==> src/rtl/tcdm_to_reg_pkg.sv <==
// Shared types for the TCDM-to-REG_BUS bridge: FSM state encoding and
// typedef macros for the parametrised request/response records.

`ifndef TCDM_TO_REG_TYPEDEFS
`define TCDM_TO_REG_TYPEDEFS
`define TCDM_TO_REG_TYPEDEF_REQ(req_t, addr_t, data_t, strb_t) \
    typedef struct packed {                                    \
        addr_t addr;                                           \
        logic  we;                                             \
        strb_t be;                                             \
        data_t wdata;                                          \
    } req_t;
`define TCDM_TO_REG_TYPEDEF_RSP(rsp_t, data_t) \
    typedef struct packed {                    \
        data_t rdata;                          \
        logic  error;                          \
    } rsp_t;
`endif

package tcdm_to_reg_pkg;

    typedef enum logic [1:0] {
        IDLE = 2'd0,
        BUS  = 2'd1,
        RESP = 2'd2
    } state_e;

endpackage

==> src/rtl/reg_bus.sv <==
// Register bus: one outstanding access, valid held until the slave raises ready.

interface REG_BUS #(
    parameter int unsigned ADDR_WIDTH = 32,
    parameter int unsigned DATA_WIDTH = 32
) ();
    logic [ADDR_WIDTH-1:0]   addr;
    logic                    write;
    logic [DATA_WIDTH-1:0]   wdata;
    logic [DATA_WIDTH/8-1:0] wstrb;
    logic                    valid;
    logic [DATA_WIDTH-1:0]   rdata;
    logic                    error;
    logic                    ready;

    modport in  (input  addr, write, wdata, wstrb, valid, output rdata, error, ready);
    modport out (output addr, write, wdata, wstrb, valid, input  rdata, error, ready);
endinterface

==> src/rtl/reg_timeout_cnt.sv <==
// Watchdog for the BUS phase: counts enabled cycles and flags the last one
// allowed. Saturates instead of wrapping; TIMEOUT = 0 never expires.

module reg_timeout_cnt #(
    parameter int TIMEOUT = 0
) (
    input  logic clk_i,
    input  logic rst_ni,
    input  logic clear,
    input  logic enable,
    output logic expired
);

    localparam int CW = (TIMEOUT < 1) ? 1 : $clog2(TIMEOUT + 1);
    localparam logic [CW-1:0] LAST = CW'((TIMEOUT > 0) ? TIMEOUT - 1 : 0);

    logic [CW-1:0] cnt;

    always_ff @(posedge clk_i) begin
        if (!rst_ni) begin
            cnt <= '0;
        end else if (clear) begin
            cnt <= '0;
        end else if (enable && (cnt != LAST)) begin
            cnt <= cnt + CW'(1);
        end
    end

    assign expired = (TIMEOUT > 0) && (cnt == LAST);

endmodule

==> src/rtl/tcdm_to_reg.sv <==
// Core request/grant port to REG_BUS master, one access in flight at a time.
// Holds the access on the bus until ready or watchdog abort, then presents it on rsp.

module tcdm_to_reg
    import tcdm_to_reg_pkg::*;
#(
    parameter int unsigned ADDR_WIDTH = 32,
    parameter int unsigned DATA_WIDTH = 32,
    parameter int          TIMEOUT    = 0
) (
    input  logic                    clk_i,
    input  logic                    rst_ni,
    input  logic                    req_i,
    output logic                    gnt_o,
    input  logic [ADDR_WIDTH-1:0]   addr_i,
    input  logic                    we_i,
    input  logic [DATA_WIDTH/8-1:0] be_i,
    input  logic [DATA_WIDTH-1:0]   wdata_i,
    output logic                    rsp_valid_o,
    input  logic                    rsp_ready_i,
    output logic [DATA_WIDTH-1:0]   rsp_rdata_o,
    output logic                    rsp_error_o,
    REG_BUS.out                     reg_o
);

    if (DATA_WIDTH % 8 != 0) begin : g_dw_check
        $error("tcdm_to_reg: DATA_WIDTH must be a multiple of 8");
    end
    if (TIMEOUT < 0) begin : g_to_check
        $error("tcdm_to_reg: TIMEOUT must be non-negative");
    end

    typedef logic [ADDR_WIDTH-1:0]   addr_t;
    typedef logic [DATA_WIDTH-1:0]   data_t;
    typedef logic [DATA_WIDTH/8-1:0] strb_t;
    `TCDM_TO_REG_TYPEDEF_REQ(req_t, addr_t, data_t, strb_t)
    `TCDM_TO_REG_TYPEDEF_RSP(rsp_t, data_t)

    state_e state;
    req_t   req_q;
    rsp_t   rsp_q;
    logic   timeout_expired;

    reg_timeout_cnt #(
        .TIMEOUT (TIMEOUT)
    ) i_watchdog (
        .clk_i   (clk_i),
        .rst_ni  (rst_ni),
        .clear   (state == IDLE),
        .enable  (state == BUS),
        .expired (timeout_expired)
    );

    // Slave ready takes priority over a watchdog expiry in the same cycle.
    always_ff @(posedge clk_i) begin
        if (!rst_ni) begin
            state <= IDLE;
            req_q <= '0;
            rsp_q <= '0;
        end else begin
            case (state)
                IDLE: begin
                    if (req_i) begin
                        req_q.addr  <= addr_i;
                        req_q.we    <= we_i;
                        req_q.be    <= be_i;
                        req_q.wdata <= wdata_i;
                        state       <= BUS;
                    end
                end
                BUS: begin
                    if (reg_o.ready) begin
                        rsp_q.rdata <= (req_q.we || reg_o.error) ? '0 : reg_o.rdata;
                        rsp_q.error <= reg_o.error;
                        state       <= RESP;
                    end else if (timeout_expired) begin
                        rsp_q.rdata <= '0;
                        rsp_q.error <= 1'b1;
                        state       <= RESP;
                    end
                end
                RESP: begin
                    if (rsp_ready_i) begin
                        state <= IDLE;
                    end
                end
                default: state <= IDLE;
            endcase
        end
    end

    assign gnt_o = rst_ni && (state == IDLE);

    assign reg_o.valid = (state == BUS);
    assign reg_o.addr  = req_q.addr;
    assign reg_o.write = req_q.we;
    assign reg_o.wdata = req_q.wdata;
    assign reg_o.wstrb = req_q.we ? req_q.be : '0;

    assign rsp_valid_o = (state == RESP);
    assign rsp_rdata_o = rsp_valid_o ? rsp_q.rdata : '0;
    assign rsp_error_o = rsp_valid_o && rsp_q.error;

endmodule

==> src/flat_wrapper.sv <==
// flat-port wrapper written by rule: the top's interface ports become plain ports
module tcdm_to_reg_flat import tcdm_to_reg_pkg::*;
#(
    parameter int unsigned ADDR_WIDTH = 32,
    parameter int unsigned DATA_WIDTH = 32,
    parameter int          TIMEOUT    = 0
)
  (clk_i, rst_ni, req_i, gnt_o, addr_i, we_i, be_i, wdata_i, rsp_valid_o, rsp_ready_i, rsp_rdata_o, rsp_error_o, reg_o_addr, reg_o_write, reg_o_wdata, reg_o_wstrb, reg_o_valid, reg_o_rdata, reg_o_error, reg_o_ready);
  REG_BUS #(.ADDR_WIDTH(ADDR_WIDTH), .DATA_WIDTH(DATA_WIDTH)) reg_o_i ();
  input  logic clk_i;
  input  logic rst_ni;
  input  logic req_i;
  output logic gnt_o;
  input  logic [ADDR_WIDTH-1:0] addr_i;
  input  logic we_i;
  input  logic [DATA_WIDTH/8-1:0] be_i;
  input  logic [DATA_WIDTH-1:0] wdata_i;
  output logic rsp_valid_o;
  input  logic rsp_ready_i;
  output logic [DATA_WIDTH-1:0] rsp_rdata_o;
  output logic rsp_error_o;
  output wire logic [$bits(reg_o_i.addr)-1:0] reg_o_addr;
  output wire logic [$bits(reg_o_i.write)-1:0] reg_o_write;
  output wire logic [$bits(reg_o_i.wdata)-1:0] reg_o_wdata;
  output wire logic [$bits(reg_o_i.wstrb)-1:0] reg_o_wstrb;
  output wire logic [$bits(reg_o_i.valid)-1:0] reg_o_valid;
  input wire logic [$bits(reg_o_i.rdata)-1:0] reg_o_rdata;
  input wire logic [$bits(reg_o_i.error)-1:0] reg_o_error;
  input wire logic [$bits(reg_o_i.ready)-1:0] reg_o_ready;
  assign reg_o_addr = reg_o_i.addr;
  assign reg_o_write = reg_o_i.write;
  assign reg_o_wdata = reg_o_i.wdata;
  assign reg_o_wstrb = reg_o_i.wstrb;
  assign reg_o_valid = reg_o_i.valid;
  assign reg_o_i.rdata = reg_o_rdata;
  assign reg_o_i.error = reg_o_error;
  assign reg_o_i.ready = reg_o_ready;
  tcdm_to_reg #(.ADDR_WIDTH(ADDR_WIDTH), .DATA_WIDTH(DATA_WIDTH), .TIMEOUT(TIMEOUT)) u_core (.clk_i(clk_i), .rst_ni(rst_ni), .req_i(req_i), .gnt_o(gnt_o), .addr_i(addr_i), .we_i(we_i), .be_i(be_i), .wdata_i(wdata_i), .rsp_valid_o(rsp_valid_o), .rsp_ready_i(rsp_ready_i), .rsp_rdata_o(rsp_rdata_o), .rsp_error_o(rsp_error_o), .reg_o(reg_o_i));
endmodule
==> config.mk <==
export PLATFORM = sky130hd
export DESIGN_NAME = tcdm_to_reg_flat
export DESIGN_NICKNAME = d
export VERILOG_FILES = /design/src/rtl/tcdm_to_reg_pkg.sv /design/src/rtl/reg_bus.sv /design/src/rtl/reg_timeout_cnt.sv /design/src/rtl/tcdm_to_reg.sv /design/src/flat_wrapper.sv
export SDC_FILE = /design/constraint.sdc
export NUM_CORES = 1
export LEC_CHECK = 0
export ABC_AREA = 0
export BUFFER_PORTS_ARGS = -buffer_cell sky130_fd_sc_hd__buf_2
export CAP_MARGIN = 10
export CORE_AREA = 2 2 105 107
export DETAILED_ROUTE_END_ITERATION = 10
export DIE_AREA = 0 0 107 109
export PLACE_DENSITY = 0.85
export RECOVER_POWER = 25
export SYNTH_ARGS = -nofsm -noshare
export SYNTH_HDL_FRONTEND = slang
export SYNTH_SLANG_ARGS = --single-unit
export TNS_END_PERCENT = 20
==> constraint.sdc <==
create_clock -name clk_i -period 3.25 [get_ports clk_i]
set_input_delay 0.65 -clock clk_i [delete_from_list [all_inputs] [get_ports clk_i]]
set_output_delay 0.65 -clock clk_i [all_outputs]
set_load 0.01 [all_outputs]
# Yosys cells after proc, flatten, opt, wreduce, memory -nomap -nowiden
# Index checks and enable logic that the tools add are counted.
# Widths: inputs -> output; s select.
[op_classes] n_eq_ne=5 reduce_logical=7 mux=7
[ops] operator="$mux 32" count=2
[ops] operator="$mux 2" count=3
[ops] operator="$pmux 2 s3" count=1
[ops] operator="$mux 4" count=1
[ops] operator="$ne 2x2->1 const B" count=2
[ops] operator="$reduce_and 2->1" count=2
[ops] operator="$reduce_and 3->1" count=1
[ops] operator="$eq 2x1->1 const B" count=1
[ops] operator="$eq 2x2->1 const B" count=1
[ops] operator="$logic_and 1x1->1" count=2
[ops] operator="$logic_not 2->1" count=1
[ops] operator="$ne 2x1->1 const B" count=1
[ops] operator="$logic_or 1x1->1" count=1
[word_totals] regBits=104 elab_cells=26 output_inout_bits=105

# Logic depth before layout (Yosys ltp)
[depth] depth_word=3 depth_mapped=6 mapped_depth_nobuf=3

# By module
# A second synthesis with hierarchy kept.
[hier_totals] cells_unflattened=503 hier_area_um2=4404.2
[by_module_without_submodules] module="tcdm_to_reg" seq_area_each_um2=2082.0 cells_per_inst=501 instances=1 area_per_inst_um2=4393.0
[by_module_without_submodules] module="reg_timeout_cnt" seq_area_each_um2=0.0 cells_per_inst=2 instances=1 area_per_inst_um2=11.3

# Worst setup path after synthesis
# Ideal clock, no wire load.
[synth_timing] path_type="flip-flop to output port" from="reg u_core.state[1]" to="out rsp_rdata_o[10]" slack_ps=1521 arrival_ps=1079 stages_incl_launch_ff=4 cell_sequence="dfxtp_1 -> nor2b_1 -> clkbuf_1 -> and2_1"
[synth_between] elab_chain_cells=2
[synth_lines] element="start, declared" line_no="tcdm_to_reg.sv:39" source="state_e state;"
[synth_lines] element="start signal, assigned" line_no="tcdm_to_reg.sv:57" source="state <= IDLE;"
[synth_lines] element="start signal, assigned" line_no="tcdm_to_reg.sv:68" source="state <= BUS;"
[synth_lines] element="start signal, assigned" line_no="tcdm_to_reg.sv:75" source="state <= RESP;"
[synth_lines] element="$eq 2x2->1" line_no="tcdm_to_reg.sv:100" source="assign rsp_valid_o = (state == RESP);"
[synth_lines] element="$mux 32" line_no="tcdm_to_reg.sv:101" source="assign rsp_rdata_o = rsp_valid_o ? rsp_q.rdata : '0;"
[synth_lines] element="end, declared" line_no="flat_wrapper.sv:20" source="output logic [DATA_WIDTH-1:0] rsp_rdata_o;"
# No other way between the ends.

# Worst setup path in the final report
[layout_timing] from="reg u_core.state[1]" to="out rsp_rdata_o[20]"
# Same word-level chain as after synthesis.

==> impl_metrics.toml <==
[place]
portBuffers = 211
dp_hpwl_mm = 7.15
place.gp.congestion = 0.778

[synth]
synthDistinctLibCells = 24
yosys.area.top_type_share_pct = 46.4
synth_edf_count = 0
synth-seq-area-share_pct = 46.4
synth_nets = 608
syn_area_per_cell_um2 = 8.96
synthTopCellsByArea = "dfxtp_1, buf_4, nand3_1"
synth_warnings = 0
synth_flop_cell = "dfxtp_1"
ys_async_sr_fraction_pct = 0
ys_ff_latch = 104
yosysTopAreaCell = "dfxtp_1"
synth.cell_area_um2 = 4490
synthCells = 501

[die]
die_area_um2 = 11700
row_count = 38
core_area_um2 = 10600
dieHeight_um = 109
die_w_um = 107
initial_core_util_pct = 42.3
io-pin-count = 212

[route]
drc_errors = 0
wl_per_cell_um = 12.6
drtIter0Drc = 278
firstDrtPassIters = 4
viasPerCell = 4.77
final_antenna_net_count = 0
finalWirelength_mm = 9.74
route.vias.total = 3690

[timing]
setup_viol = 0
worstMarginPinSlew_ns = 1.39
drv_slew = 0
final.setup_skew_ns = 0.0111
slew_headroom_pct = 7.40
rsz0062_at_grt = "false"
layout_min_cycle_time_ns = 2.23
max_freq_ghz = 0.448
hold_ws_ns = 0.452
finalCritPeriodShare_pct = 68.7
hold_viol = 0
tns_ns = 0

[setup_path]
reg2reg_slack_ns = 1.09
startpoint_type = "flip-flop"
slowest_stage = "dfxtp_1"
crit_type = "reg2out"
arrival_ns = 1.58
reg2reg_from = "u_core.state[0]"
worstPathRequired_ns = 2.60
critPathMaxStageDelay_ns = 0.44
endpoint = "rsp_rdata_o[20]"
end_kind = "output port"
path_cells = "nor2b_1 > buf_4 > and2_1 > buf_2"
worstRegToRegCells = 4
worstReg2RegEnd = "u_core.rsp_q[4]"
path_max_fanout = 35
cp_top_family = "flip-flops"
path_depth = 4
crit_start = "u_core.state[1]"
path_buf_inv = 2

[cts]
post_cts_resized = 0
cts_tree = "built"
worst_setup_hold_path_clk_slew_ns = 0.10
cts_sinks = 104
htreeDepth = 3
post_cts_buffers = 0
root_buffer = "clkbuf_8"
numCtsBuffers = 9
cts.path.max_buffers = 2
insertion_delay_ns = 0.35
cts_hold_buf = 0

[hold_path]
hold_path.class = "reg2reg"

[power_and_ir_drop]
p_per_area_nw_per_um2 = 468
cellLeakagePower_nw = 2.42
vdd_ir_drop_max_uv = 185

[final_layout]
area_delta_synth_final_pct = 17.4
drive_gt1_share_pct = 38.3
fin_nets = 737
fillers = 1033
post-route-util_pct = 49.7
diodes = 0

[grt]
antenna_found_initial = 0
grt-ovfl-total = 0
grt_pass1_wl_mm = 15.2
grt_pass1_vias = 3363
grt_start_max_net_pins = 134
grt.total_usage_pct = 16.2

[flow_run]
max_cap_violations = 0

[outcome]
outcome = "finished, final reports clean"
[worst min-delay path by stage]
stage	startpoint	end	slack, ns	cells after the start
6_report	u_core.reg_o.wdata[13]	u_core.reg_o.wdata[13]	0.45	2
5_1_grt	u_core.reg_o.wdata[13]	u_core.reg_o.wdata[13]	0.47	2
4_1_cts	u_core.reg_o.wdata[13]	u_core.reg_o.wdata[13]	0.46	2
3_5_place_dp	u_core.reg_o.wdata[13]	u_core.reg_o.wdata[13]	0.44	2
3_3_place_gp	u_core.reg_o.wdata[11]	u_core.reg_o.wdata[11]	0.43	2
2_1_floorplan	u_core.reg_o.wdata[10]	u_core.reg_o.wdata[10]	0.43	2
[metal layers]
metal  track usage (%)  routed length, um  vias up
met4              4.17                 96        0
li1                  -                  -     1875
met3              6.58                924       12
met5                 0                  0        -
met2              29.1               4580      148
met1              17.9               4140     1655
[cells in the mapped netlist (2+ instances only)]
cell and count:
a22o_1 32, and2_1 38, buf_1 3, buf_2 11
buf_4 67, buf_6 10, clkbuf_1 11, clkbuf_2 3
dfxtp_1 104, nand2_1 71, nand3_1 60, nand3_2 10
nor2_1 2, nor2b_1 2, o21ai_0 50, o21ai_1 10
o21ai_2 10
[tightest hold or removal path, stage by stage (launching register included)]
cell and delay [ns]:
dfxtp_1 0.32, nand2_1 0.05, o21ai_1 0.05
[cell families after synthesis]
kind of cell	count (synthesis)	share of synthesized area, %
simple gates	189	22.1
flops	104	46.4
compound gates	103	15.1
buf+inv	105	16.4
[layout make-up]
| class | count | area [um2] | area share [%] |
|---|---|---|---|
| Clock inverter | 5 | 38.8 | 0.736 |
| Multi-Input combinational cell | 292 | 1680 | 31.8 |
| Clock buffer | 10 | 138 | 2.61 |
| Sequential cell | 104 | 2080 | 39.5 |
| Timing Repair Buffer | 223 | 1160 | 22.0 |
| Tap cell | 140 | 175 | 3.32 |
[placed cells by master (no fill, tap or decap)]
cell type   count
buf_2         193
dfxtp_1       104
nand2_1        71
nand3_1        60
o21ai_0        50
and2_1         38
a22o_1         32
clkbuf_1       18
nand3_2        10
o21ai_2        10
o21ai_1        10
clkbuf_8       10
buf_4           9
inv_6           3
buf_12          3
nor2b_1         2
nor2_1          2
nand2b_4        1
nor4_4          1
nand3b_1        1
nor3b_4         1
nor3b_1         1
nand2b_1        1
a21boi_0        1
clkinv_2        1
clkinvlp_4      1
[registers in the layout (all words and copies together), names as in the netlist]
register,cells
u_core.reg_o.wdata,32
u_core.reg_o.write,1
u_core.rsp_q,33
u_core.state,2
u_core.reg_o.addr,32
u_core.req_q,4
[where the power goes]
part	switching, mW	internal, mW	total (mW)
registers	0.0387	1.35	1.38
clock network	0.431	0.303	0.734
logic	0.196	0.151	0.347
[metrics by stage]
step / area [um2] / total power, mW / setup slack [ns] / instances
after floorplan: 4490 / 1.68 / 1.52 / 501
after global placement: 5120 / 1.76 / 1.25 / 759
after detailed placement: 5120 / 1.77 / 1.14 / 759
after CTS: 5300 / 2.51 / 0.960 / 774
after global routing: 5270 / 2.61 / 0.904 / 774
final: 5270 / 2.47 / 1.02 / 774
Note: power is estimated with default switching activity, not from simulation.
